$ cat config.mk
export PLATFORM = sky130hd
export DESIGN_NAME = stone_ram_arbiter
export DESIGN_NICKNAME = d
export VERILOG_FILES = /design/src/rtl/stone_ram_arbiter.sv
export SDC_FILE = /design/constraint.sdc
export NUM_CORES = 1
export LEC_CHECK = 0
export ABC_AREA = 1
export BUFFER_PORTS_ARGS = -buffer_cell sky130_fd_sc_hd__buf_2
export CAP_MARGIN = 20
export CELL_PAD_IN_SITES_DETAIL_PLACEMENT = 0
export CELL_PAD_IN_SITES_GLOBAL_PLACEMENT = 2
export CORE_ASPECT_RATIO = 0.8
export CORE_UTILIZATION = 28
export DETAILED_ROUTE_END_ITERATION = 12
export PLACE_DENSITY = 0.91
export RECOVER_POWER = 25
export REMOVE_ABC_BUFFERS = 1
export SYNTH_ARGS = -nofsm -noshare
export SYNTH_HDL_FRONTEND = slang
export SYNTH_SLANG_ARGS = --single-unit
$ cat constraint.sdc
create_clock -name clock -period 1.52 [get_ports clock]
set_clock_uncertainty 0.1 [all_clocks]
set_input_delay 0.228 -clock clock [delete_from_list [all_inputs] [get_ports clock]]
set_output_delay 0.228 -clock clock [all_outputs]
set_load 0.03 [all_outputs]
$ cat src/rtl/stone_ram_arbiter.sv
// ---------------------------------------------------------------------------
// stone_ram_arbiter
//
// Purpose:
//   Shares the single-port stone RAM between two clients. The stone renderer
//   uses the draw port, which is read-only. The rope controller uses the rope
//   port, which can read and write. Only one RAM access is in flight at a time.
//   Draw has fixed priority. A saturating wait counter lets the rope port win
//   once it has lost MAX_WAIT arbitrations in a row, so rope is never starved.
//
// Ports:
//   clock, resetn         system clock, asynchronous active-low reset
//   draw_req/draw_addr    renderer read request (held until draw_gnt)
//   draw_gnt              one-cycle pulse, draw access issued this cycle
//   draw_rvalid/rdata     draw read data return (rdata holds until next read)
//   rope_req/we/addr/wdata rope request (held until rope_gnt)
//   rope_gnt              one-cycle pulse, rope access issued this cycle
//   rope_rvalid/rdata     rope read data return (reads only)
//   ram_address/data/wren RAM command, all registered
//   ram_q                 RAM read data, valid RD_LAT cycles after address
//   busy                  1 whenever the arbiter is not idle
// ---------------------------------------------------------------------------
module stone_ram_arbiter #(
    parameter int ADDR_W   = 4,
    parameter int DATA_W   = 32,
    parameter int RD_LAT   = 2,
    parameter int MAX_WAIT = 4
) (
    input  logic              clock,
    input  logic              resetn,
    input  logic              draw_req,
    input  logic [ADDR_W-1:0] draw_addr,
    output logic              draw_gnt,
    output logic              draw_rvalid,
    output logic [DATA_W-1:0] draw_rdata,
    input  logic              rope_req,
    input  logic              rope_we,
    input  logic [ADDR_W-1:0] rope_addr,
    input  logic [DATA_W-1:0] rope_wdata,
    output logic              rope_gnt,
    output logic              rope_rvalid,
    output logic [DATA_W-1:0] rope_rdata,
    output logic [ADDR_W-1:0] ram_address,
    output logic [DATA_W-1:0] ram_data,
    output logic              ram_wren,
    input  logic [DATA_W-1:0] ram_q,
    output logic              busy
);

    localparam int WC_W  = $clog2(MAX_WAIT + 1);
    localparam int LAT_W = $clog2(RD_LAT + 1);
    localparam logic [WC_W-1:0]  MAX_WAIT_C = WC_W'(MAX_WAIT);
    // S_WAIT lasts RD_LAT-1 cycles: load RD_LAT-2 and leave when the count reaches zero.
    localparam logic [LAT_W-1:0] LAT_INIT   = LAT_W'((RD_LAT > 1) ? (RD_LAT - 2) : 0);

    typedef enum logic [1:0] {
        S_IDLE   = 2'd0,
        S_ACCESS = 2'd1,
        S_WAIT   = 2'd2,
        S_RETURN = 2'd3
    } state_t;

    state_t              state_q,       state_d;
    logic                owner_rope_q,  owner_rope_d;   // 1 = current access belongs to rope
    logic                is_write_q,    is_write_d;
    logic [WC_W-1:0]     wait_cnt_q,    wait_cnt_d;
    logic [LAT_W-1:0]    lat_cnt_q,     lat_cnt_d;
    logic                draw_gnt_q,    draw_gnt_d;
    logic                rope_gnt_q,    rope_gnt_d;
    logic                draw_rvalid_q, draw_rvalid_d;
    logic                rope_rvalid_q, rope_rvalid_d;
    logic [DATA_W-1:0]   draw_rdata_q,  draw_rdata_d;
    logic [DATA_W-1:0]   rope_rdata_q,  rope_rdata_d;
    logic [ADDR_W-1:0]   ram_address_q, ram_address_d;
    logic [DATA_W-1:0]   ram_data_q,    ram_data_d;
    logic                ram_wren_q,    ram_wren_d;
    logic                busy_q,        busy_d;

    logic                rope_win;
    logic                draw_win;
    logic                enter_return;

    always_comb begin
        state_d       = state_q;
        owner_rope_d  = owner_rope_q;
        is_write_d    = is_write_q;
        wait_cnt_d    = wait_cnt_q;
        lat_cnt_d     = lat_cnt_q;
        draw_rdata_d  = draw_rdata_q;
        rope_rdata_d  = rope_rdata_q;
        ram_address_d = ram_address_q;
        ram_data_d    = ram_data_q;
        // Pulse outputs default low every cycle.
        draw_gnt_d    = 1'b0;
        rope_gnt_d    = 1'b0;
        draw_rvalid_d = 1'b0;
        rope_rvalid_d = 1'b0;
        ram_wren_d    = 1'b0;
        rope_win      = 1'b0;
        draw_win      = 1'b0;
        enter_return  = 1'b0;

        case (state_q)
            S_IDLE: begin
                rope_win = rope_req && (!draw_req || (wait_cnt_q >= MAX_WAIT_C));
                draw_win = !rope_win && draw_req;
                if (rope_win) begin
                    state_d       = S_ACCESS;
                    owner_rope_d  = 1'b1;
                    is_write_d    = rope_we;
                    ram_address_d = rope_addr;
                    ram_data_d    = rope_wdata;
                    ram_wren_d    = rope_we;
                    rope_gnt_d    = 1'b1;
                    wait_cnt_d    = '0;
                end else if (draw_win) begin
                    state_d       = S_ACCESS;
                    owner_rope_d  = 1'b0;
                    is_write_d    = 1'b0;
                    ram_address_d = draw_addr;
                    draw_gnt_d    = 1'b1;
                    // Rope lost this round; count it, saturating at MAX_WAIT.
                    if (rope_req && (wait_cnt_q != MAX_WAIT_C)) begin
                        wait_cnt_d = wait_cnt_q + WC_W'(1);
                    end
                end
                if (!rope_req) begin
                    wait_cnt_d = '0;
                end
            end

            S_ACCESS: begin
                if (is_write_q) begin
                    state_d = S_IDLE;
                end else if (RD_LAT == 1) begin
                    enter_return = 1'b1;
                end else begin
                    state_d   = S_WAIT;
                    lat_cnt_d = LAT_INIT;
                end
            end

            S_WAIT: begin
                if (lat_cnt_q == '0) begin
                    enter_return = 1'b1;
                end else begin
                    lat_cnt_d = lat_cnt_q - LAT_W'(1);
                end
            end

            S_RETURN: begin
                state_d = S_IDLE;
            end

            default: begin
                state_d = S_IDLE;
            end
        endcase

        // ram_q is captured on the edge that enters S_RETURN, so rvalid and rdata
        // appear together in the single S_RETURN cycle.
        if (enter_return) begin
            state_d = S_RETURN;
            if (owner_rope_q) begin
                rope_rdata_d  = ram_q;
                rope_rvalid_d = 1'b1;
            end else begin
                draw_rdata_d  = ram_q;
                draw_rvalid_d = 1'b1;
            end
        end

        busy_d = (state_d != S_IDLE);
    end

    // Asynchronous reset drops any in-flight read: the state returns to idle,
    // so its rvalid can never be produced.
    always_ff @(posedge clock or negedge resetn) begin
        if (!resetn) begin
            state_q       <= S_IDLE;
            owner_rope_q  <= 1'b0;
            is_write_q    <= 1'b0;
            wait_cnt_q    <= '0;
            lat_cnt_q     <= '0;
            draw_gnt_q    <= 1'b0;
            rope_gnt_q    <= 1'b0;
            draw_rvalid_q <= 1'b0;
            rope_rvalid_q <= 1'b0;
            draw_rdata_q  <= '0;
            rope_rdata_q  <= '0;
            ram_address_q <= '0;
            ram_data_q    <= '0;
            ram_wren_q    <= 1'b0;
            busy_q        <= 1'b0;
        end else begin
            state_q       <= state_d;
            owner_rope_q  <= owner_rope_d;
            is_write_q    <= is_write_d;
            wait_cnt_q    <= wait_cnt_d;
            lat_cnt_q     <= lat_cnt_d;
            draw_gnt_q    <= draw_gnt_d;
            rope_gnt_q    <= rope_gnt_d;
            draw_rvalid_q <= draw_rvalid_d;
            rope_rvalid_q <= rope_rvalid_d;
            draw_rdata_q  <= draw_rdata_d;
            rope_rdata_q  <= rope_rdata_d;
            ram_address_q <= ram_address_d;
            ram_data_q    <= ram_data_d;
            ram_wren_q    <= ram_wren_d;
            busy_q        <= busy_d;
        end
    end

    assign draw_gnt    = draw_gnt_q;
    assign draw_rvalid = draw_rvalid_q;
    assign draw_rdata  = draw_rdata_q;
    assign rope_gnt    = rope_gnt_q;
    assign rope_rvalid = rope_rvalid_q;
    assign rope_rdata  = rope_rdata_q;
    assign ram_address = ram_address_q;
    assign ram_data    = ram_data_q;
    assign ram_wren    = ram_wren_q;
    assign busy        = busy_q;

endmodule
==> metrics.cfg, run 1 <==
[sta]
timing.hold.ws_ns = 0.0226
finalCritPeriodShare = 0.922
slew_headroom = 0.451
rsz0062_at_grt = no
max_freq_mhz = 714
finalWorstPathRequiredPeriod_ns = 1.40
final-max-slew-violation-count = 0
final-setup-viol-count = 0
fin_setup_tns_ns = 0
worstMarginPinSlew_ns = 0.823
hold_viol_final = 0

[min_path]
worstHoldStart = draw_req
hp-class = input pin to flip-flop

[outcome]
status = completed

[critical_path]
crit_chain = nor2_4 -> nand3_4 -> buf_4 -> nand2_1 -> nand2_1
crit_type = flip-flop to flip-flop
path_delay_family = simple AND/OR/NAND/NOR gates
worst-path-buf-inv = 1
critPathLaunchType = flip-flop
crit_fanout = 30
cp_common_cell = nand2_1
critPathSlowestCell = dfrtp_1
critPathMaxStageDelay_ns = 0.43
critPathCaptureType = flip-flop
crit_start = state_q[1]$_DFF_PN0_
worstPathRequired_ns = 1.72
arrival_ns = 1.60
reg2reg_from = state_q[1]$_DFF_PN0_

[yosys]
syn_area_per_cell_um2 = 9.71
yosysMostFrequentCell = nand2_1
synth_seq_area_share = 0.626
synth_top_area_frac = 0.626
ys.flop_type = dfrtp_1
synth_edf_count = 0
syn_inst = 473
ys_ff_latch = 115
synth_top_area_cell = dfrtp_1
yosys-top-cells-area = dfrtp_1 63%, nand2_1 16%, inv_1 4.0%, o21ai_2 3.8%, buf_6 3.7%
ys_types = 20
netlist_area_um2 = 4590
yosysWarnings = 0
synth_common_cells = 193 x nand2_1, 115 x dfrtp_1, 49 x inv_1
synthArstFlopShare = 1.00

[clock_network]
clkLatencyLatePin_ns = 0.41
clk_pin_slew_ns = 0.05
cts_buffers = 17
clockBufferDepth = 2
htreeDepth = 4
cts.sinks = 115
ctsRootBufferMaster = clkbuf_16
cts_tree = built

[layout]
num-fill-cells = 1538
regArea_um2 = 2880
final_layout_size_suffix_gt1_frac = 0.339
fin_cells = 959
final_nets = 811
area_delta_synth_final_pct = 53.5
antenna_cells = 0
multiInputGateArea_um2 = 1360
fin_area_um2 = 7050

[detailed_routing]
dr.pass1.iters = 4
ant_nets = 0
drt_iter0_markers = 177
wl_per_cell_um = 13.1
viasPerCell = 4.19
vias = 4018
drc_errors = 0
totalWireLength_um = 12500

[die]
rows = 41
die_x_um = 145
ios = 183
fp.dieH_um = 117
start_util = 0.289
core-area_um2 = 15900
die_area_um2 = 16900

[power_and_ir_drop]
cell_internal_pwr_mw = 9.42
p_clk_frac = 0.250
p_comb_frac = 0.432
powerDensity_nw_per_um2 = 2360
power_mw = 16.6
p_seq_frac = 0.318
switching_power_mw = 7.21
vdd_ir_drop_max_uv = 1140
sw_frac_of_total = 0.434
cellLeakagePower_nw = 3.85

[grt]
grt.overflow.total = 0
grt_max_degree = 78
grt_pass1_vias = 3981
grt_pass1_wl_um = 19100
grt.total_usage = 0.145
antenna_found_initial = 0

[placed_design]
gp_congestion = 0.858
dp_hpwl_um = 7800
numPortBuffers = 182
dp_cells = 857
place_area_um2 = 5690

[flow_run]
drv_cap = 0

[repair_timing]
item	CTS	global route
setup buffers	0	0
hold endpoints to repair	206	0
hold buffers	68	0
endpoints found under the setup margin	0	50
resized for setup	0	4
[stage by stage]
stage,worst slack [ns],util
5_1_grt,0.0170,0.443
4_1_cts,0.0306,0.439
3_3_place_gp,0.119,0.358
6_report,0.119,0.443
2_1_floorplan,-0.427,-
3_5_place_dp,0.0423,0.358
[final timing paths]
check | endpoint | slack (ns) | cells past startpoint
hold / removal | draw_gnt$_DFF_PN0_ | 0.02 | 3
setup / recovery | ram_data[31]$_DFFE_PN0P_ | 0.12 | 5
setup reg to reg | ram_data[31]$_DFFE_PN0P_ | 0.12 | 5
max in group asynchronous | rope_rdata[3]$_DFFE_PN0P_ | 0.27 | 3
hold reg to reg | rope_rdata[0]$_DFFE_PN0P_ | 0.38 | 2
min in group asynchronous | draw_rdata[18]$_DFFE_PN0P_ | 0.45 | 3
[kinds of logic after synthesis]
logic type	synth area share
simple gates	0.184
fa+ha+maj	0.00817
buf+inv	0.0844
compound gates	0.0972
flops	0.626
[cells in the final DEF, fill, tap and decap left out]
master	instances
clkbuf_1	3
buf_2	182
nand2_1	193
bufinv_16	4
o21ai_0	24
nand3_1	7
inv_2	2
clkinvlp_4	2
clkinv_4	4
o21ai_1	27
nand2_2	2
ha_1	2
clkbuf_16	19
nor2_1	3
or2_2	1
clkinv_2	3
nor2_4	1
inv_1	49
buf_6	1
dlygate4sd3_1	68
ha_4	1
o21ai_4	1
dfrtp_1	115
o21ai_2	20
buf_4	3
nand3_4	3
buf_12	3
nand4_1	1
[sequential cells by signal (all words and copies together) (netlist names)]
register / count
draw_rdata: 32
ram_data: 32
rope_rdata: 32
ram_address: 4
wait_cnt_q: 3
lat_cnt_q: 2
state_q: 2
busy: 1
draw_gnt: 1
draw_rvalid: 1
is_write_q: 1
owner_rope_q: 1
ram_wren: 1
rope_gnt: 1
rope_rvalid: 1
[routing by layer]
metal | global-route usage | up-vias | wire length (um)
li1 | - | 1980 | -
met1 | 0.185 | 1858 | 5890
met2 | 0.224 | 165 | 5630
met3 | 0.0512 | 15 | 846
met4 | 0.0688 | 0 | 181
met5 | 0 | - | 0
[cell type report]
type / count / share of cell area
Sequential cell: 115 / 0.408
Timing Repair Buffer: 260 / 0.247
Multi-Input combinational cell: 286 / 0.192
Clock buffer: 19 / 0.0614
Tap cell: 215 / 0.0381
Inverter: 51 / 0.0271
Clock inverter: 13 / 0.0263
[worst register-to-register path: cells and delay by family (launching register included)]
family	cells	cell delay, ns
and+or+nand+nor	4	0.52
DFF	1	0.43
buffers and inverters	1	0.25
[power by group through the flow]
| stage | combinational [mW] | sequential, mW | clock [mW] |
|---|---|---|---|
| after global placement | 6.77 | 5.28 | 0 |
| after detailed placement | 6.92 | 5.30 | 0 |
| after CTS | 7.06 | 5.28 | 4.26 |
| after global routing | 7.79 | 5.47 | 4.42 |
| after floorplan | 1.99 | 7.91 | 0 |
| final | 7.19 | 5.28 | 4.16 |
(Power assumes the default switching activity.)
==> run 2, diff against run 1 <==
--- a/config.mk
+++ b/config.mk
@@ -13,6 +13,7 @@
 export CORE_ASPECT_RATIO = 0.8
 export CORE_UTILIZATION = 28
 export DETAILED_ROUTE_END_ITERATION = 12
+export GPL_TIMING_DRIVEN = 0
 export PLACE_DENSITY = 0.91
 export RECOVER_POWER = 25
 export REMOVE_ABC_BUFFERS = 1
==> run 2 against run 1 <==
Net effect:
- global-route usage grew 1.2 points
- cell count grew 0.83%
- critical path type unchanged
- sequential power is essentially flat
- combinational power grew 6.1%
- clock-buffer cell count grew 4
- via count grew 2.1%
- worst hold slack lost 0.0050 ns
==> metrics.cfg, run 2 (synthesis gave the netlist of run 1 again) <==
[power_and_ir_drop]
cell_internal_pwr_mw = 9.80  ; +4.1%
powerDensity_nw_per_um2 = 2380  ; +1.0%
vdd_ir_drop_max_uv = 932  ; -18%
p_seq_frac = 0.309  ; -0.009
p_clk_frac = 0.247  ; -0.003
switching_power_mw = 7.38  ; +2.4%
cellLeakagePower_nw = 3.85  ; about the same
p_comb_frac = 0.444  ; +0.012
power_mw = 17.2  ; +3.3%
sw_frac_of_total = 0.430  ; -0.00396

[detailed_routing]
totalWireLength_um = 13200  ; +4.9%
dr.pass1.iters = 4  ; unchanged
drt_iter0_markers = 123  ; -31%
vias = 4104  ; +2.1%
ant_nets = 0  ; unchanged
wl_per_cell_um = 13.6  ; +4.0%
drc_errors = 0  ; unchanged
viasPerCell = 4.24  ; +1.3%

[flow_run]
drv_cap = 0  ; unchanged

[layout]
final_nets = 820  ; +1.1%
antenna_cells = 0  ; unchanged
num-fill-cells = 1552  ; +0.91%
final_common_cell = nand2_1
final_layout_size_suffix_gt1_frac = 0.326  ; -0.0129
area_delta_synth_final_pct = 57.0
postLayoutCoreUtil = 0.454  ; +0.0101
final_cell_mix = 194 x nand2_1, 159 x buf_2, 115 x dfrtp_1

[min_path]
hp-class = input pin to flip-flop

[clock_network]
clkLatencyLatePin_ns = 0.41  ; about the same
cts_tree = built
clk_pin_slew_ns = 0.05  ; about the same
ctsRootBufferMaster = clkbuf_16
clockBufferDepth = 2  ; unchanged
cts_buffers = 17  ; unchanged
cts.sinks = 115  ; unchanged
htreeDepth = 4  ; unchanged

[sta]
slew_headroom = 0.442  ; -0.00920
finalWorstPathRequiredPeriod_ns = 1.46  ; +0.0558 ns
finalCritPeriodShare = 0.959  ; +0.0367
layout_setup_ws_ns = 0.0628  ; -0.0558 ns
timing.hold.ws_ns = 0.0176  ; -0.00502 ns
final-setup-viol-count = 0  ; unchanged
worstMarginPinSlew_ns = 0.837  ; +0.0138 ns
rsz0062_at_grt = yes
hold_viol_final = 0  ; unchanged
final-max-slew-violation-count = 0  ; unchanged
max_freq_mhz = 686  ; -3.8%

[grt]
grt_pass1_vias = 3961  ; -0.50%
grt_max_degree = 59  ; -24%
grt.overflow.total = 0  ; unchanged
grt_pass1_wl_um = 20400  ; +6.6%
antenna_found_initial = 0  ; unchanged
grt.total_usage = 0.157  ; +0.0115

[die]
fp.dieH_um = 117  ; unchanged
rows = 41  ; unchanged
core-area_um2 = 15900  ; unchanged
die_x_um = 145  ; unchanged
die_area_um2 = 16900  ; unchanged
ios = 183  ; unchanged
start_util = 0.289  ; unchanged

[outcome]
status = completed

[critical_path]
arrival_ns = 1.65  ; +0.05 ns
crit_fanout = 10  ; -67%
critPathLaunchType = flip-flop
worstPathRequired_ns = 1.72  ; about the same
crit_type = flip-flop to flip-flop
critPathCaptureType = flip-flop

[placed_design]
gp_congestion = 0.860  ; +0.27%
dp_hpwl_um = 7810  ; +0.16%
numPortBuffers = 182  ; unchanged
pre_cts_slack_ns = -0.642  ; -0.684 ns

==> run 2: final timing paths <==
kind / from / end / slack, ns / depth (start not counted)
min reg2reg: ram_data[16]$_DFFE_PN0P_ / ram_data[16]$_DFFE_PN0P_ / 0.37 / 2
min: ram_q[26] / rope_rdata[26]$_DFFE_PN0P_ / 0.02 / 3
max in group asynchronous: resetn / ram_data[7]$_DFFE_PN0P_ / 0.17 / 3
max: state_q[1]$_DFF_PN0_ / ram_data[22]$_DFFE_PN0P_ / 0.06 / 5
max reg2reg: state_q[1]$_DFF_PN0_ / ram_data[22]$_DFFE_PN0P_ / 0.06 / 5
min in group asynchronous: resetn / draw_rdata[8]$_DFFE_PN0P_ / 0.38 / 2
==> run 2: timing repair <==
item,4_1_cts,5_1_grt
setup endpoints to repair,100,37
hold buffers,65,0
cloned,3,3
endpoints found under the hold margin,143,0
resized for setup,11,13
buffers inserted,7,6
pin swaps,3,3
==> run 2: area by class of cell <==
type                       instances  area (um^2)  share of cell area
clock buffer                      23          488              0.0676
multi-input combinational        289         1410               0.196
timing repair buffer             266         1810               0.251
clock inverter                     8          149              0.0206
tap                              215          269              0.0373
inverter                          51          206              0.0286
sequential                       115         2880               0.399
==> run 2: routing by layer <==
layer / GRT usage / vias to the layer above / part of all wire
li1: - / 2004 / -
met1: 0.201 / 1914 / 0.47
met2: 0.247 / 173 / 0.46
met3: 0.0512 / 13 / 0.066
met4: 0.0646 / 0 / 0.013
met5: 0 / - / 0
==> run 2: power groups by stage <==
stage               Clock, mW  Sequential, mW  Combinational [mW]
finish                   4.25            5.30                7.63
global placement            0            5.21                6.75
CTS                      4.37            5.28                7.36
floorplan                   0            7.91                1.99
global route             4.52            5.47                8.22
detailed placement          0            5.26                6.92
==> run 2: critical path, stage by stage, from the launching register on <==
cell and delay [ns]:
dfrtp_1 0.43, nor2_4 0.29, nand3_4 0.17, buf_4 0.22
nand2_1 0.08, nand2_1 0.06
==> run 2: metrics by stage <==
step           TNS (ns)  std cells  instance area (um^2)
3_3_place_gp    -212.80        849                  5580
2_1_floorplan    -27.04        452                  4400
5_1_grt         -0.0773        967                  7210
6_report              0        967                  7210
4_1_cts               0        958                  7090
3_5_place_dp     -47.17        852                  5660
